### config.mk
export PLATFORM = sky130hd
export DESIGN_NAME = pc_fetch_unit_flat
export DESIGN_NICKNAME = d
export VERILOG_FILES = /design/src/rtl/cpu_pkg.sv /design/src/rtl/pc_fetch_unit_if.sv /design/src/rtl/pc_next_sel.sv /design/src/rtl/pc_fetch_unit.sv /design/src/flat_wrapper.sv
export SDC_FILE = /design/constraint.sdc
export NUM_CORES = 1
export LEC_CHECK = 0
export CORE_ASPECT_RATIO = 0.6
export CORE_UTILIZATION = 51
export CTS_CLUSTER_SIZE = 30
export DETAILED_ROUTE_END_ITERATION = 8
export PLACE_DENSITY = 0.95
export SETUP_SLACK_MARGIN = 0.15
export SYNTH_ARGS = -nofsm -noshare
export SYNTH_HDL_FRONTEND = slang
export SYNTH_SLANG_ARGS = --single-unit
### constraint.sdc
create_clock -name clk -period 5.7 [get_ports clk]
set_input_delay 0.57 -clock clk [delete_from_list [all_inputs] [get_ports clk]]
set_output_delay 0.57 -clock clk [all_outputs]
set_load 0.05 [all_outputs]
### src/rtl/cpu_pkg.sv
// Shared CPU definitions: fetch FSM state encoding and default fetch-unit constants.
package cpu_pkg;

  localparam int ADDR_W_DEF = 32;
  localparam int INST_W_DEF = 32;
  localparam int STEP_DEF   = 4;
  localparam logic [31:0] RESET_VEC_DEF = 32'h0000_0000;
  localparam logic [31:0] EXC_VEC_DEF   = 32'h0000_0180;

  typedef enum logic {
    FETCH = 1'b0,
    HOLD  = 1'b1
  } fetch_state_e;

endpackage

### src/rtl/pc_fetch_unit_if.sv
// Fetch-unit bus: instruction-memory req/ack port plus the held-instruction port to decode.
// imem: req/addr are held stable until the cycle ack=1, rdata is valid with ack, one fetch outstanding.
// decode: inst/inst_pc are valid while inst_valid=1; a transfer happens in a cycle with inst_valid && inst_ready.
interface pc_fetch_unit_if #(
  parameter int ADDR_W = 32,
  parameter int INST_W = 32
);
  logic              imem_req;
  logic [ADDR_W-1:0] imem_addr;
  logic              imem_ack;
  logic [INST_W-1:0] imem_rdata;
  logic              inst_valid;
  logic [INST_W-1:0] inst;
  logic [ADDR_W-1:0] inst_pc;
  logic              inst_ready;

  modport master (
    output imem_req, imem_addr, inst_valid, inst, inst_pc,
    input  imem_ack, imem_rdata, inst_ready
  );

  modport slave (
    input  imem_req, imem_addr, inst_valid, inst, inst_pc,
    output imem_ack, imem_rdata, inst_ready
  );
endinterface

### src/rtl/pc_next_sel.sv
// Next-PC selection: sequential, pending, redirect or exception target, aligned to STEP.
module pc_next_sel
  import cpu_pkg::*;
#(
  parameter int                ADDR_W  = ADDR_W_DEF,
  parameter int                STEP    = STEP_DEF,
  parameter logic [ADDR_W-1:0] EXC_VEC = ADDR_W'(EXC_VEC_DEF)
) (
  input  logic [ADDR_W-1:0] pc,
  input  logic              pending,
  input  logic [ADDR_W-1:0] pending_target,
  input  logic              redirect_valid,
  input  logic [ADDR_W-1:0] redirect_target,
  input  logic              exc_valid,
  output logic              event_valid,
  output logic [ADDR_W-1:0] event_target,
  output logic [ADDR_W-1:0] next_pc
);

  localparam logic [ADDR_W-1:0] ALIGN_MASK = ~ADDR_W'(STEP - 1);

  // A same-cycle event beats a pending target; an exception beats a redirect.
  always_comb begin
    event_valid  = exc_valid | redirect_valid;
    event_target = (exc_valid ? EXC_VEC : redirect_target) & ALIGN_MASK;
    if (event_valid) begin
      next_pc = event_target;
    end else if (pending) begin
      next_pc = pending_target;
    end else begin
      next_pc = pc + ADDR_W'(STEP);
    end
  end

endmodule

### src/rtl/pc_fetch_unit.sv
// Program counter and instruction fetch: one outstanding imem fetch, instruction held until decode takes it.
module pc_fetch_unit
  import cpu_pkg::*;
#(
  parameter int                ADDR_W    = ADDR_W_DEF,
  parameter int                INST_W    = INST_W_DEF,
  parameter int                STEP      = STEP_DEF,
  parameter logic [ADDR_W-1:0] RESET_VEC = ADDR_W'(RESET_VEC_DEF),
  parameter logic [ADDR_W-1:0] EXC_VEC   = ADDR_W'(EXC_VEC_DEF)
) (
  input  logic                clk,
  input  logic                resetn,
  pc_fetch_unit_if.master     bus,
  input  logic                redirect_valid,
  input  logic [ADDR_W-1:0]   redirect_target,
  input  logic                exc_valid,
  output logic [ADDR_W-1:0]   epc,
  output logic [ADDR_W-1:0]   pc,
  output fetch_state_e        state
);

  logic              pending;
  logic [ADDR_W-1:0] pending_target;
  logic              inst_valid;
  logic [INST_W-1:0] inst;
  logic [ADDR_W-1:0] inst_pc;

  logic              event_valid;
  logic [ADDR_W-1:0] event_target;
  logic [ADDR_W-1:0] next_pc;

  pc_next_sel #(
    .ADDR_W  (ADDR_W),
    .STEP    (STEP),
    .EXC_VEC (EXC_VEC)
  ) u_next_sel (
    .pc              (pc),
    .pending         (pending),
    .pending_target  (pending_target),
    .redirect_valid  (redirect_valid),
    .redirect_target (redirect_target),
    .exc_valid       (exc_valid),
    .event_valid     (event_valid),
    .event_target    (event_target),
    .next_pc         (next_pc)
  );

  // Request side decodes only registered state, so nothing loops back from imem_ack.
  assign bus.imem_req   = (state == FETCH);
  assign bus.imem_addr  = pc;
  assign bus.inst_valid = inst_valid;
  assign bus.inst       = inst;
  assign bus.inst_pc    = inst_pc;

  always_ff @(posedge clk) begin
    if (!resetn) begin
      state          <= FETCH;
      pc             <= RESET_VEC;
      pending        <= 1'b0;
      pending_target <= '0;
      inst_valid     <= 1'b0;
      inst           <= '0;
      inst_pc        <= '0;
      epc            <= '0;
    end else begin
      if (exc_valid) begin
        epc <= inst_valid ? inst_pc : pc;
      end
      case (state)
        FETCH: begin
          if (bus.imem_ack) begin
            if (event_valid || pending) begin
              // Fetch landed on a stale path: drop the data and restart at the target.
              pc      <= next_pc;
              pending <= 1'b0;
            end else begin
              inst       <= bus.imem_rdata;
              inst_pc    <= pc;
              inst_valid <= 1'b1;
              pc         <= next_pc;
              state      <= HOLD;
            end
          end else if (event_valid) begin
            // imem_addr must stay stable until ack, so park the newest target.
            pending        <= 1'b1;
            pending_target <= event_target;
          end
        end
        HOLD: begin
          if (event_valid) begin
            inst_valid <= 1'b0;
            pc         <= event_target;
            state      <= FETCH;
          end else if (bus.inst_ready) begin
            inst_valid <= 1'b0;
            state      <= FETCH;
          end
        end
        default: state <= FETCH;
      endcase
    end
  end

endmodule

### src/flat_wrapper.sv
// flat-port wrapper written by rule: the top's interface ports become plain ports
module pc_fetch_unit_flat import cpu_pkg::*;
#(
  parameter int                ADDR_W    = ADDR_W_DEF,
  parameter int                INST_W    = INST_W_DEF,
  parameter int                STEP      = STEP_DEF,
  parameter logic [ADDR_W-1:0] RESET_VEC = ADDR_W'(RESET_VEC_DEF),
  parameter logic [ADDR_W-1:0] EXC_VEC   = ADDR_W'(EXC_VEC_DEF)
)
  (clk, resetn, redirect_valid, redirect_target, exc_valid, epc, pc, state, bus_imem_req, bus_imem_addr, bus_inst_valid, bus_inst, bus_inst_pc, bus_imem_ack, bus_imem_rdata, bus_inst_ready);
  pc_fetch_unit_if #(.ADDR_W(ADDR_W), .INST_W(INST_W)) bus_i ();
  input  logic clk;
  input  logic resetn;
  input  logic redirect_valid;
  input  logic [ADDR_W-1:0] redirect_target;
  input  logic exc_valid;
  output logic [ADDR_W-1:0] epc;
  output logic [ADDR_W-1:0] pc;
  output fetch_state_e state;
  output wire logic [$bits(bus_i.imem_req)-1:0] bus_imem_req;
  output wire logic [$bits(bus_i.imem_addr)-1:0] bus_imem_addr;
  output wire logic [$bits(bus_i.inst_valid)-1:0] bus_inst_valid;
  output wire logic [$bits(bus_i.inst)-1:0] bus_inst;
  output wire logic [$bits(bus_i.inst_pc)-1:0] bus_inst_pc;
  input wire logic [$bits(bus_i.imem_ack)-1:0] bus_imem_ack;
  input wire logic [$bits(bus_i.imem_rdata)-1:0] bus_imem_rdata;
  input wire logic [$bits(bus_i.inst_ready)-1:0] bus_inst_ready;
  assign bus_imem_req = bus_i.imem_req;
  assign bus_imem_addr = bus_i.imem_addr;
  assign bus_inst_valid = bus_i.inst_valid;
  assign bus_inst = bus_i.inst;
  assign bus_inst_pc = bus_i.inst_pc;
  assign bus_i.imem_ack = bus_imem_ack;
  assign bus_i.imem_rdata = bus_imem_rdata;
  assign bus_i.inst_ready = bus_inst_ready;
  pc_fetch_unit #(.ADDR_W(ADDR_W), .INST_W(INST_W), .STEP(STEP), .RESET_VEC(RESET_VEC), .EXC_VEC(EXC_VEC)) u_core (.clk(clk), .resetn(resetn), .bus(bus_i), .redirect_valid(redirect_valid), .redirect_target(redirect_target), .exc_valid(exc_valid), .epc(epc), .pc(pc), .state(state));
endmodule
==> metrics.cfg, run 1 <==
[die]
die_footprint_sq_um=15300
rows=33
die_h_um=96.1
die_x_um=159
initial_utilization=0.536
ios=233
core_area_sq_um=14000

[pwr]
ir_drop_uv=184
cellLeakagePower_nw=3.45
power_per_cell_area_nw_per_um2=285
p_int_mw=1.98
power_frac_seq=0.414
combPwrFrac=0.183
power_mw=2.86
switchingPower_uw=889
pwr-share-clk=0.403
swShare=0.310

[logic_synthesis]
ys_top_cells_by_count=sky130_fd_sc_hd__nand2_1, sky130_fd_sc_hd__dfxtp_1, sky130_fd_sc_hd__a21oi_1
synth_top_cell_by_area=sky130_fd_sc_hd__dfxtp_1
syn_avg_cell_area_sq_um=7.93
largest_family_of_logic_cells_by_synthesized_area=compound AO/OA/AOI/OAI gates
post_synth_inst_count=949
ys_seq_elements=155
yosys.area_share.xor_xnor=0.00466
synth.mux.area_fraction=0.0492
synthesized_area_fraction_occupied_by_ao_oa_aoi_and_oai_cells=0.226
yosys_warnings=0
synth_edf_count=0
syn-cell-area_sq_um=7520
adder_cell_area_share_of_the_yosys_netlist=0.00166
count_of_different_cell_masters_after_synthesis=66
synth.top_cells.by_area=sky130_fd_sc_hd__dfxtp_1, sky130_fd_sc_hd__nand2_1, sky130_fd_sc_hd__a21oi_1, sky130_fd_sc_hd__mux2i_1, sky130_fd_sc_hd__nor2_1
yosysSeqAreaShare=0.413
synth-simple-area-share=0.213
async_reset_ff_frac=0
synth_ff_type=sky130_fd_sc_hd__dfxtp_1
yosys.area.top_type_share=0.413
post-synth-top-count-cell=sky130_fd_sc_hd__nand2_1

[placement]
post-dp-hpwl_mm=16.1
buffer_ports.inserted=222
globalplace.congestion=0.910

[worst_setup_path]
timing_worst_setup_path_type=primary input to flop
critPathRequiredTime_ns=6.00
r2r_slack_ns=3.19
cp.arrival_ns=3.53
setup.worst_path.start_class=primary input
worst-path-max-fanout=31
critical_path_sink_type=flop

[worst_hold_path]
min-delay-path-class=flop to flop

[final_layout]
fillCellCount=1085
fin_nets=1157
final_util=0.715
area_delta_synth_final_pct=33.5
insertedDiodeCount=0
post_route_cells_drive_above_1_share=0.0628

[detailed_routing]
antenna_left=0
routed-via-count=7722
vias_per_cell=5.98
wirelength_mm=24.1
remaining_drc_errors=0
drtPass1Iterations=6
drt-wirelength-per-cell_um=18.7
drt_iter0_drc=852

[timing]
max_freq_mhz=310
final-setup-viol-count=0
final_period_minus_worst_setup_slack_ns=3.23
hold_viol=0
grt_setup_unrepaired=no
timing.max_slew.rel_slack=0.211
post-route-period-util=0.566
worst_slew_pin_slew_ns=1.18
timing.clock.skew_ns=0.0155
max_slew_vio_count=0
setup-tns-final_ns=0

[clock_tree]
ctsHoldBuffers=0
ctsResizeCount=0
tritoncts_num_sinks=155
cts_made_buffers=17
cts_max_level=4
post-cts-setup-buffer-count=0
clkSlewWorstSetupHoldPaths_ns=0.06
cts-root-buf=sky130_fd_sc_hd__clkbuf_16
clock_tree.buffer_depth=2
clock_latency_ns=0.42
cts_tree=yes

[global_route]
antenna_violations_before_repair=0
gr_usage_total=0.311
grt_pass1_wl_mm=37.6
via_count_of_the_first_global_routing_pass=7213
grt_overflow_total=0
maximum_number_of_pins_on_one_net_before_global_route_repair=90

[outcome]
outcome=finished clean

[job]
drv_cap=0

## cells by family (layout without fill, tap and decap cells)
logic type	count (synthesis)	after routing
fa+ha+maj	1	1
flops	155	155
compound gates	268	268
xor+xnor	4	4
buf+inv	135	278
mux	37	37
other cells	1	8
simple gates	348	348
## path summary, 6_finish.rpt
kind,cells after the start,endpoint,from
worst min-delay path,2,u_core.bus.inst[26],u_core.bus.inst[26]
worst max register to register,4,u_core.bus.imem_addr[8],u_core.state
worst min register to register,2,u_core.bus.inst[26],u_core.bus.inst[26]
worst max-delay path,6,u_core.bus.imem_addr[8],redirect_valid
## registers in the layout, indices dropped and copies added, names as in the netlist
name                   flops
u_core.state               1
u_core.bus.inst_valid      1
u_core.bus.inst           32
u_core.bus.imem_addr      30
u_core.epc                30
u_core.pending_target     30
u_core.bus.inst_pc        30
u_core.pending             1
## cells in the final DEF (no fill, tap or decap), drive strengths merged, types with 3 or more instances in the layout
cell type | synthesis | routed
nor2 | 86 | 86
inv | 14 | 20
a22o | 3 | 3
nor4 | 4 | 4
nand2 | 167 | 167
a31oi | 6 | 6
dfxtp | 155 | 155
and3 | 9 | 9
conb | 1 | 8
clkdlybuf4s50 | 0 | 221
a211oi | 37 | 37
a21oi | 122 | 122
a22oi | 19 | 19
xor2 | 4 | 4
o22ai | 8 | 8
nand4 | 11 | 11
o31ai | 4 | 4
clkbuf | 45 | 19
clkinvlp | 0 | 4
o221a | 6 | 6
a221oi | 4 | 4
mux2i | 37 | 37
buf | 76 | 11
a21o | 3 | 3
o21ai | 29 | 29
and4 | 4 | 4
or3 | 4 | 4
nand3 | 29 | 29
or2 | 3 | 3
nand2b | 3 | 3
nor3 | 21 | 21
## power groups by stage
| stage | Sequential, mW | Clock (mW) | Combinational (mW) |
|---|---|---|---|
| 2_1_floorplan | 1.30 | 0 | 0.251 |
| 3_3_place_gp | 1.21 | 0 | 0.509 |
| 3_5_place_dp | 1.21 | 0 | 0.517 |
| 4_1_cts | 1.18 | 1.16 | 0.520 |
| 5_1_grt | 1.19 | 1.22 | 0.550 |
| 6_report | 1.19 | 1.15 | 0.525 |
## per-layer routing
metal | vias up | part of all wire | track usage
li1 | 3580 | - | -
met1 | 3595 | 0.41 | 0.395
met2 | 494 | 0.46 | 0.514
met3 | 53 | 0.12 | 0.0896
met4 | 0 | 0.017 | 0.103
met5 | - | 0 | 0
## per-stage QoR
step | instance area (sq um) | hold WS, ns | worst slack (ns) | cells
5_1_grt | 10000 | 0.478 | 2.37 | 1291
6_report | 10000 | 0.455 | 2.47 | 1291
3_5_place_dp | 9440 | 0.449 | 2.18 | 1259
3_3_place_gp | 9440 | 0.441 | 2.30 | 1259
2_1_floorplan | 7550 | 0.468 | 3.45 | 956
4_1_cts | 10000 | 0.456 | 2.62 | 1291
## cell type report
class                           count  area [sq um]  area share
Multi-Input combinational cell    666          3750       0.373
Sequential cell                   155          3100       0.309
Timing Repair Buffer              232          2290       0.229
Clock buffer                       19           443      0.0441
Tap cell                          192           240      0.0239
Clock inverter                     13           154      0.0153
Inverter                           14          55.1     0.00548
## critical path, stage by stage
cell and delay (ns):
sky130_fd_sc_hd__clkdlybuf4s50_1 0.84, sky130_fd_sc_hd__nor2_1 0.46, sky130_fd_sc_hd__a21o_1 0.97, sky130_fd_sc_hd__nor3_1 0.23
sky130_fd_sc_hd__a22o_1 0.25, sky130_fd_sc_hd__a22o_1 0.18
Note: power is estimated with default switching activity, not from simulation.
==> run 2: changes to the inputs <==
--- a/config.mk
+++ b/config.mk
@@ -6,10 +6,10 @@
 export NUM_CORES = 1
 export LEC_CHECK = 0
 export CORE_ASPECT_RATIO = 0.6
-export CORE_UTILIZATION = 51
+export CORE_UTILIZATION = 43
 export CTS_CLUSTER_SIZE = 30
 export DETAILED_ROUTE_END_ITERATION = 8
-export PLACE_DENSITY = 0.95
+export PLACE_DENSITY = 0.88
 export SETUP_SLACK_MARGIN = 0.15
 export SYNTH_ARGS = -nofsm -noshare
 export SYNTH_HDL_FRONTEND = slang
==> constraint.sdc (replaced) <==
create_clock -name clk -period 2.8 [get_ports clk]
set_input_delay 0.28 -clock clk [delete_from_list [all_inputs] [get_ports clk]]
set_output_delay 0.28 -clock clk [all_outputs]
set_load 0.05 [all_outputs]
==> run 2 against run 1 <==
Compared with the run above: first-iteration DRC count shrank 2.0%; core utilization shrank 11 points; design area grew 2.9%; setup slack lost 2.0 ns; hold slack lost 0.084 ns; sequential share of layout area shrank 0.86 points; sequential cell count is the same; clock power grew 110%; critical path depth is the same; global-route usage shrank 4.0 points; largest power group is now the clock network; highest routed layer unchanged.
==> metrics.cfg, run 2 (synthesis gave the netlist of run 1 again) <==
[clock_tree]
clock_latency_ns=0.42
post-cts-setup-buffer-count=0
cts-root-buf=sky130_fd_sc_hd__clkbuf_16
ctsHoldBuffers=0
cts_tree=yes
ctsResizeCount=0
cts_made_buffers=17
tritoncts_num_sinks=155
clkSlewWorstSetupHoldPaths_ns=0.07
cts_max_level=4
clock_tree.buffer_depth=2

[detailed_routing]
drt-wirelength-per-cell_um=18.2
remaining_drc_errors=0
top_layer=met4
antenna_left=0
wirelength_mm=24.7
drtPass1Iterations=6
met3_routed_wirelength_mm=2.65
post_route_m1_wl_mm=10.5
vias_per_cell=5.75
routed-via-count=7825
dr_wl_met2_mm=11.2
drt_iter0_drc=835

[worst_setup_path]
critical_path_sink_type=flop
cp.arrival_ns=2.67
critPathRequiredTime_ns=3.09
timing_worst_setup_path_type=flop to flop
r2r_slack_ns=0.42
setup.worst_path.start_class=flop
worst-path-max-fanout=9

[die]
die_footprint_sq_um=18000
die_h_um=104
die_x_um=173
ios=233
initial_utilization=0.439
rows=37
core_area_sq_um=17100

[placement]
buffer_ports.inserted=222
dpl-instance-area_sq_um=9710
globalplace.congestion=0.913
post-dp-hpwl_mm=17.1

[pwr]
cellLeakagePower_nw=3.61
power_per_cell_area_nw_per_um2=576
ir_drop_uv=383

[timing]
post-route-period-util=0.849
max_slew_vio_count=0
setup-tns-final_ns=0
worst_slew_pin_slew_ns=0.698
timing.clock.skew_ns=0.0119
final_period_minus_worst_setup_slack_ns=2.38
grt_setup_unrepaired=no
final-setup-viol-count=0
max_freq_mhz=420
hold_viol=0
timing.max_slew.rel_slack=0.535

[final_layout]
fin_nets=1184
regMostFlops=u_core.bus.inst
fillCellCount=1528
layout.cells.most_common_list=sky130_fd_sc_hd__clkdlybuf4s50_1, sky130_fd_sc_hd__nand2_1, sky130_fd_sc_hd__dfxtp_1
layout.cells.most_common=sky130_fd_sc_hd__clkdlybuf4s50_1
final_util=0.603
finalInstanceArea_sq_um=10300
area_delta_synth_final_pct=37.3
post_route_cells_drive_above_1_share=0.0861
largest_register_ff_count=32
insertedDiodeCount=0

[global_route]
grt_overflow_total=0
grt_pass1_wl_mm=39.3
antenna_violations_before_repair=0
gr_usage_total=0.271
maximum_number_of_pins_on_one_net_before_global_route_repair=63
via_count_of_the_first_global_routing_pass=7332

[worst_hold_path]
min-delay-path-class=primary input to flop

[outcome]
outcome=finished clean

[job]
drv_cap=0

run 2: cell types whose count changed in the layout (fill, tap and decap cells not counted), sizes merged:
cell,delta
inv,+4
clkinvlp,-3
buf,+27
clkinv,+1
clkbuf,-2
run 2: cell type report:
class | instances | area (sq um) | area share
Clock buffer | 17 | 425 | 0.0412
Clock inverter | 15 | 193 | 0.0187
Inverter | 14 | 55.1 | 0.00533
Multi-Input combinational cell | 666 | 3750 | 0.363
Sequential cell | 155 | 3100 | 0.301
Tap cell | 234 | 293 | 0.0283
Timing Repair Buffer | 259 | 2510 | 0.243
run 2: stage by stage:
| stage | hold slack, ns | setup slack, ns | power (mW) | cells |
|---|---|---|---|---|
| 5_1_grt | 0.368 | 0.266 | 6.14 | 1360 |
| 2_1_floorplan | 0.416 | 0.550 | 3.15 | 956 |
| 6_report | 0.371 | 0.421 | 5.95 | 1360 |
| 3_3_place_gp | 0.441 | 0.320 | 3.53 | 1328 |
| 3_5_place_dp | 0.448 | 0.283 | 3.55 | 1328 |
| 4_1_cts | 0.340 | 0.460 | 5.97 | 1360 |
run 2: report_power, final:
| group | switching [mW] | total (mW) | leakage (nW) | internal [mW] |
|---|---|---|---|---|
| clock | 1.07 | 2.44 | 0.302 | 1.37 |
| combinational | 0.733 | 1.13 | 2.05 | 0.399 |
| sequential | 0.0934 | 2.38 | 1.26 | 2.29 |
| total | 1.90 | 5.95 | 3.61 | 4.06 |
run 2: path summary, 6_finish.rpt:
kind                                               from                       end  cells after the start
worst max-delay path            u_core.bus.imem_addr[3]  u_core.bus.imem_addr[20]                      6
worst min register to register      u_core.bus.inst[17]       u_core.bus.inst[17]                      2
worst min-delay path                          exc_valid  u_core.bus.imem_addr[25]                      4
worst max register to register  u_core.bus.imem_addr[3]  u_core.bus.imem_addr[20]                      6
run 2: routing by layer:
layer,vias to the layer above,global-route usage
met5,-,0
met4,0,0.0777
met3,41,0.0877
met2,433,0.433
met1,3726,0.349
li1,3625,-
run 2: critical path, stage by stage, from the launching register on:
cell and delay (ns):
sky130_fd_sc_hd__dfxtp_1 0.49, sky130_fd_sc_hd__ha_1 0.34, sky130_fd_sc_hd__nand4_4 0.26, sky130_fd_sc_hd__nor4_2 0.64, sky130_fd_sc_hd__nand2_1 0.11, sky130_fd_sc_hd__a221oi_1 0.33
sky130_fd_sc_hd__a211oi_1 0.08
